<file path="src/rtl/clk_ratio_gen_pkg.sv">
// clk_ratio_gen_pkg
//   Shared definitions for the ratio clock-enable generator.
//   - chan_state_t : per-channel sequencing states (IDLE -> PHASE -> RUN)
//   - lock_cnt_w() : width needed for a counter that reaches a given value
package clk_ratio_gen_pkg;

  typedef enum logic [1:0] {
    ST_IDLE  = 2'd0,
    ST_PHASE = 2'd1,
    ST_RUN   = 2'd2
  } chan_state_t;

  function automatic int lock_cnt_w(input int lock_cycles);
    return (lock_cycles < 1) ? 1 : $clog2(lock_cycles + 1);
  endfunction

endpackage

</file>
<file path="src/rtl/clk_ratio_chan.sv">
// clk_ratio_chan
//   One channel of the ratio generator. After start_i it waits PHASE enabled
//   cycles, then produces en_o pulses at density MUL/DIV using a modulo-DIV
//   accumulator. ck_o toggles on every pulse.
// Ports:
//   clk_i     system clock
//   rst_i     asynchronous active-high reset
//   clear_i   synchronous return to the reset state (resync)
//   start_i   one-cycle pulse coinciding with the lock edge
//   run_en_i  channel enable; low freezes all channel state
//   en_o      registered one-cycle clock-enable pulse
//   ck_o      registered toggle clock, resets high
module clk_ratio_chan
  import clk_ratio_gen_pkg::*;
#(
  parameter int                 RATIO_W = 8,
  parameter logic [RATIO_W-1:0] MUL     = '0,
  parameter logic [RATIO_W-1:0] DIV     = RATIO_W'(1),
  parameter logic [RATIO_W-1:0] PHASE   = '0
) (
  input  logic clk_i,
  input  logic rst_i,
  input  logic clear_i,
  input  logic start_i,
  input  logic run_en_i,
  output logic en_o,
  output logic ck_o
);

  localparam logic [RATIO_W:0] DIV_X   = {1'b0, DIV};
  localparam logic [RATIO_W:0] PHASE_X = {1'b0, PHASE};
  // A zero divisor disables the channel; MUL above DIV saturates to one
  // pulse per cycle.
  localparam logic [RATIO_W:0] MUL_EFF = (DIV == '0)  ? '0 :
                                         (MUL >= DIV) ? DIV_X : {1'b0, MUL};
  localparam bit               ACTIVE  = (MUL_EFF != '0);

  if (DIV == '0) begin : g_div_zero
    $error("clk_ratio_chan: DIV must be non-zero; channel forced idle");
  end

  chan_state_t          state;
  logic [RATIO_W:0]     acc;
  logic [RATIO_W-1:0]   pcnt;
  logic [RATIO_W:0]     sum;
  logic [RATIO_W:0]     pcnt_next;

  // NOTE: every always_comb output gets a value on every path, otherwise a
  // latch is inferred; here the expressions are unconditional.
  always_comb begin
    sum       = acc + MUL_EFF;   // acc < DIV, so this never exceeds 2*DIV-1
    pcnt_next = {1'b0, pcnt} + (RATIO_W + 1)'(1);
  end

  // NOTE: sequential state uses non-blocking assignments so every register
  // samples pre-edge values, independent of statement order.
  always_ff @(posedge clk_i or posedge rst_i) begin
    if (rst_i) begin
      state <= ST_IDLE;
      acc   <= '0;
      pcnt  <= '0;
      en_o  <= 1'b0;
      ck_o  <= 1'b1;
    end else if (clear_i) begin
      state <= ST_IDLE;
      acc   <= '0;
      pcnt  <= '0;
      en_o  <= 1'b0;
      ck_o  <= 1'b1;
    end else begin
      en_o <= 1'b0;
      case (state)
        ST_IDLE: begin
          // Zero phase skips PHASE so RUN coincides with the first locked cycle.
          if (start_i) state <= (PHASE == '0) ? ST_RUN : ST_PHASE;
        end
        ST_PHASE: begin
          if (run_en_i) begin
            pcnt <= pcnt_next[RATIO_W-1:0];
            if (pcnt_next == PHASE_X) state <= ST_RUN;
          end
        end
        ST_RUN: begin
          if (run_en_i) begin
            if (ACTIVE && (sum >= DIV_X)) begin
              acc  <= sum - DIV_X;
              en_o <= 1'b1;
              ck_o <= ~ck_o;
            end else begin
              acc <= sum;
            end
          end
        end
        default: state <= ST_IDLE;
      endcase
    end
  end

endmodule

</file>
<file path="src/rtl/clk_ratio_gen.sv">
// clk_ratio_gen
//   Multi-channel rational clock-enable generator (PLL replacement). Each
//   channel emits en_o pulses at clk_i*MUL/DIV after a per-channel start
//   phase, plus a toggle clock ck_o. locked_o rises LOCK_CYCLES cycles after
//   reset release or resync. Packed vectors hold channel 0 in the LSBs; with
//   the defaults channels 0/1 run at 4/5 and channel 2 at 8/5 (clamped to 1).
// Ports:
//   clk_i      system clock
//   rst_i      asynchronous active-high reset
//   resync_i   synchronous restart of lock counter and all channels
//   chan_en_i  per-channel run enable
//   locked_o   lock indicator
//   en_o       per-channel one-cycle enable pulses
//   ck_o       per-channel toggle clocks
module clk_ratio_gen
  import clk_ratio_gen_pkg::*;
#(
  parameter int                        NUM_CH      = 3,
  parameter int                        RATIO_W     = 8,
  parameter logic [NUM_CH*RATIO_W-1:0] MUL_VEC     = {8'd8, 8'd4, 8'd4},
  parameter logic [NUM_CH*RATIO_W-1:0] DIV_VEC     = {8'd5, 8'd5, 8'd5},
  parameter logic [NUM_CH*RATIO_W-1:0] PHASE_VEC   = {8'd0, 8'd0, 8'd0},
  parameter int                        LOCK_CYCLES = 16
) (
  input  logic              clk_i,
  input  logic              rst_i,
  input  logic              resync_i,
  input  logic [NUM_CH-1:0] chan_en_i,
  output logic              locked_o,
  output logic [NUM_CH-1:0] en_o,
  output logic [NUM_CH-1:0] ck_o
);

  localparam int             LCW       = lock_cnt_w(LOCK_CYCLES);
  localparam logic [LCW-1:0] LOCK_LAST = LCW'(LOCK_CYCLES - 1);

  logic [LCW-1:0] lock_cnt;
  logic           start;

  // Fires on the edge that raises locked_o, so channels leave IDLE together
  // with the lock indicator. Resync wins over a coincident lock edge.
  assign start = !locked_o && !resync_i && (lock_cnt == LOCK_LAST);

  always_ff @(posedge clk_i or posedge rst_i) begin
    if (rst_i) begin
      lock_cnt <= '0;
      locked_o <= 1'b0;
    end else if (resync_i) begin
      lock_cnt <= '0;
      locked_o <= 1'b0;
    end else if (!locked_o) begin
      lock_cnt <= lock_cnt + LCW'(1);
      if (lock_cnt == LOCK_LAST) locked_o <= 1'b1;
    end
  end

  for (genvar i = 0; i < NUM_CH; i++) begin : g_ch
    clk_ratio_chan #(
      .RATIO_W (RATIO_W),
      .MUL     (MUL_VEC  [i*RATIO_W +: RATIO_W]),
      .DIV     (DIV_VEC  [i*RATIO_W +: RATIO_W]),
      .PHASE   (PHASE_VEC[i*RATIO_W +: RATIO_W])
    ) u_chan (
      .clk_i    (clk_i),
      .rst_i    (rst_i),
      .clear_i  (resync_i),
      .start_i  (start),
      .run_en_i (chan_en_i[i]),
      .en_o     (en_o[i]),
      .ck_o     (ck_o[i])
    );
  end

endmodule
</file>
<file path="config.mk">
export PLATFORM = sky130hd
export DESIGN_NAME = clk_ratio_gen
export DESIGN_NICKNAME = d
export VERILOG_FILES = /design/src/rtl/clk_ratio_gen_pkg.sv /design/src/rtl/clk_ratio_chan.sv /design/src/rtl/clk_ratio_gen.sv
export SDC_FILE = /design/constraint.sdc
export NUM_CORES = 1
export LEC_CHECK = 0
export CAP_MARGIN = 10
export CORE_MARGIN = 3
export CORE_UTILIZATION = 40
export CTS_CLUSTER_SIZE = 40
export DETAILED_ROUTE_END_ITERATION = 8
export PLACE_DENSITY = 0.55
export SKIP_LAST_GASP = 1
export SLEW_MARGIN = 20
export SYNTH_ARGS = -nofsm -noshare
export SYNTH_HDL_FRONTEND = slang
export SYNTH_SLANG_ARGS = --single-unit
</file>
<file path="constraint.sdc">
create_clock -name clk_i -period 2.7 [get_ports clk_i]
set_clock_uncertainty 0.05 [all_clocks]
set_input_delay 0.27 -clock clk_i [delete_from_list [all_inputs] [get_ports clk_i]]
set_output_delay 0.27 -clock clk_i [all_outputs]
set_load 0.005 [all_outputs]
</file>
==> out/qor.yml, run 1 <==
status:
  status: "finished, final reports clean"
place:
  preCtsSetupSlack_ns: 0.06321
  dpl_cell_area_mm2: 0.003287
  place_congestion: 0.8737
  place.detailed.hpwl_um: 4868
  numPortBuffers: 12
route:
  vias_per_cell: 5.479
  wl_per_cell_um: 14.35
  drt_pass1_iterations: 4
  drt_wl_total_um: 6775
  drt_iter0_drc: 132
  postRouteAntennaNets: 0
  drc_errors: 0
  vias: 2586
sta:
  max_freq_mhz: 388.6
  min_period_ns: 2.573
  worst_pin_slew_ns: 0.5545
  period_share_pct: 95.31
  hold_viol: 0
  worst_slack_ns: 0.1266
  slew_violations: 0
  slew_headroom_pct: 62.70
  setup_viol: 0
critical_path:
  cp_max_fo: 7
  ff2ff_path_depth: 8
  critical_path_arrival_ns: 2.71
  crit_type: "flop to flop"
  crit_path_end: "g_ch[1].u_chan.acc[8]"
  cp-start-kind: "flop"
  r2r_start: "g_ch[1].u_chan.acc[2]"
  required_ns: 2.84
  reg2reg_to: "g_ch[1].u_chan.acc[8]"
  critPathCaptureType: "flop"
  rrSetupSlack_ns: 0.13
  crit_start: "g_ch[1].u_chan.acc[2]"
cts:
  cts_buffers: 5
  cts.reportedPaths.clkPinSlew_ns: 0.08
  htree_levels: 2
  clk_latency_ns: 0.30
  cts.path.max_buffers: 2
  clock-sinks: 42
  ctsHoldBuffers: 0
  cts_root_buffer: "clkbuf_8"
  cts_tree: "yes"
yosys:
  synth_seq_cells: 42
  synth_compound_area_share_pct: 21.12
  syn-num-nets: 381
  synth_area_mm2: 0.003069
  ys_types: 63
  async_flop_share_pct: 100.0
  synth_edf_count: 0
  ys_seq_area_share_pct: 34.37
  synth-simple-area-share_pct: 23.20
  avgSynthCellArea_um2: 8.455
  synth-xor-area-share_pct: 5.993
  yosysWarnings: 0
  synth_top_family_by_area: "simple AND/OR/NAND/NOR gates"
  synth_fa_ha_area_share_pct: 4.892
  synth_mux_area_share_pct: 3.424
  syn_inst: 363
  synthFlopType: "dfrtp_1"
finish:
  drive_gt1_share_pct: 13.40
  final_nets: 390
  layout_commonest_cell: "nor2_1"
  insertedDiodeCount: 0
  stdcell_area_mm2: 0.003445
  fillers: 696
  area_delta_synth_final_pct: 12.23
  final_cell_mix: "nor2_1, dfrtp_1, nand2_1"
grt:
  grt_use_met2_pct: 27.64
  track_usage_pct: 16.61
  grt_pass1_vias: 2575
  busiest_layer: "met2"
  antenna_found_initial: 0
  grt_max_degree: 34
  use_met3_pct: 2.655
  globalRouteOverflowTotal: 0
  met1_usage_pct: 22.90
  grt_pass1_wl_um: 11950
die:
  die_area_mm2: 0.008760
  core_area_mm2: 0.007331
  rows: 31
  ios: 13
  start_util_pct: 41.87
  die_y_um: 93.60
  fp.dieW_um: 93.60
hold_path:
  hold_path_class: "input pin to asynchronous set/reset pin"
power:
  swShare_pct: 22.04
  clock_power_share_pct: 41.8
  total_power_mw: 1.243
  ir_drop_mv: 0.2141
  static-leakage-power_nw: 1.411
  power_frac_seq_pct: 51.6
  pwr_density_cell_mw_per_mm2: 361.0
  combPwrFrac_pct: 6.6
  p_int_uw: 969.3
  switchingPower_uw: 274.1
run:
  drv_cap: 0
[worst max-delay path, cell delays in order (launching register included)]
cell and delay (ns):
dfrtp_1 0.41, ha_2 0.28, nand3_2 0.14, nor2_2 0.22
xor2_2 0.25, a2111oi_2 0.11, or4_1 0.49, a21oi_1 0.17
mux2_2 0.34
[Yosys cell counts, types with 2 or more instances]
| cell | instances | area, µm² |
|---|---|---|
| inv_1 | 19 | 71.32 |
| o21ba_2 | 2 | 20.02 |
| nand2_1 | 31 | 116.4 |
| nand3_1 | 10 | 50.05 |
| and2_1 | 5 | 31.28 |
| a31oi_1 | 3 | 18.77 |
| a311oi_1 | 2 | 17.52 |
| a21o_1 | 2 | 15.01 |
| o21ai_0 | 23 | 115.1 |
| buf_2 | 3 | 15.01 |
| mux2_2 | 4 | 45.04 |
| o2111ai_1 | 2 | 17.52 |
| a211oi_1 | 7 | 52.55 |
| o22ai_1 | 3 | 18.77 |
| buf_1 | 2 | 7.510 |
| dfrtp_1 | 39 | 975.9 |
| buf_4 | 10 | 75.07 |
| nand4_1 | 3 | 18.77 |
| nor2_1 | 47 | 176.4 |
| o31ai_1 | 4 | 30.03 |
| mux2i_1 | 6 | 60.06 |
| nor3_1 | 11 | 55.05 |
| ha_1 | 12 | 150.1 |
| and3_1 | 2 | 12.51 |
| xor2_1 | 10 | 87.58 |
| dfstp_2 | 3 | 78.83 |
| or2_2 | 2 | 12.51 |
| clkbuf_1 | 8 | 30.03 |
| or3_1 | 12 | 75.07 |
| a21oi_1 | 18 | 90.09 |
| xnor2_1 | 11 | 96.34 |
| o21a_1 | 6 | 45.04 |
| nand3_2 | 3 | 30.03 |
| nor2b_1 | 7 | 43.79 |
| o211ai_1 | 2 | 15.01 |
| or4_1 | 2 | 15.01 |
[cells by family (layout without fill, tap and decap cells)]
family / Yosys count / count (layout)
fa+ha+maj: 12 / 12
mux: 10 / 10
flops: 42 / 42
xor+xnor: 21 / 21
simple gates: 143 / 143
buf+inv: 44 / 53
compound gates: 91 / 92
[worst min path at each step]
stage / cells past startpoint / to
after floorplan: 2 / g_ch[1].u_chan.state[1]
after global placement: 2 / lock_cnt[4]
after detailed placement: 2 / lock_cnt[4]
final: 2 / g_ch[0].u_chan.acc[7]
after CTS: 2 / g_ch[0].u_chan.acc[7]
after global routing: 2 / g_ch[0].u_chan.acc[5]
[per-stage QoR]
stage               std cells  hold slack, ns  setup TNS [ns]  utilization [%]
finish                    472          0.2172               0            46.99
global route              472          0.2421     -0.00002753            46.99
CTS                       471          0.2221               0            46.42
detailed placement        463          0.4532               0            44.84
global placement          463          0.4479               0            44.84
floorplan                 363          0.4300               0                -
[repair_timing]
item,4_1_cts,5_1_grt
endpoints found under the hold margin,0,0
buffers inserted,0,0
setup endpoints to repair,0,10
gates resized for setup,0,5
[power by group through the flow]
| stage | Clock, mW | Sequential [mW] | Combinational, mW |
|---|---|---|---|
| 2_1_floorplan | 0 | 0.653 | 0.0534 |
| 3_3_place_gp | 0 | 0.654 | 0.0832 |
| 3_5_place_dp | 0 | 0.655 | 0.0837 |
| 4_1_cts | 0.535 | 0.642 | 0.0844 |
| 5_1_grt | 0.565 | 0.643 | 0.0928 |
| 6_report | 0.520 | 0.642 | 0.0817 |
[routing by layer]
layer	wire (µm)	share of wire, %
met4	63	0.93
met2	3119	46
met3	135	2.0
met5	0	0
met1	3456	51
[sequential cells by signal, indices dropped and copies added, names as in the netlist]
register           flops
g_ch.u_chan.acc       27
g_ch.u_chan.ck_o       3
g_ch.u_chan.en_o       3
g_ch.u_chan.state      3
lock_cnt               5
locked_o               1
[cell type report]
cell class / count / area (µm²) / area share, %
multi-input cells: 278 / 1841 / 53.43
repair buffers: 26 / 237.7 / 6.902
clock inverters: 1 / 30.03 / 0.8718
inverters: 19 / 71.32 / 2.070
clock buffers: 7 / 86.33 / 2.506
flip-flops and latches: 42 / 1055 / 30.62
well taps: 99 / 123.9 / 3.596
Note: power is estimated with default switching activity, not from simulation.
==> run 2: changes to the inputs <==
--- a/config.mk
+++ b/config.mk
@@ -5,7 +5,6 @@
 export SDC_FILE = /design/constraint.sdc
 export NUM_CORES = 1
 export LEC_CHECK = 0
-export CAP_MARGIN = 10
 export CORE_MARGIN = 3
 export CORE_UTILIZATION = 40
 export CTS_CLUSTER_SIZE = 40
==> results of run 2 <==
Final layout, timing and power as in run 1 (identical DEF).
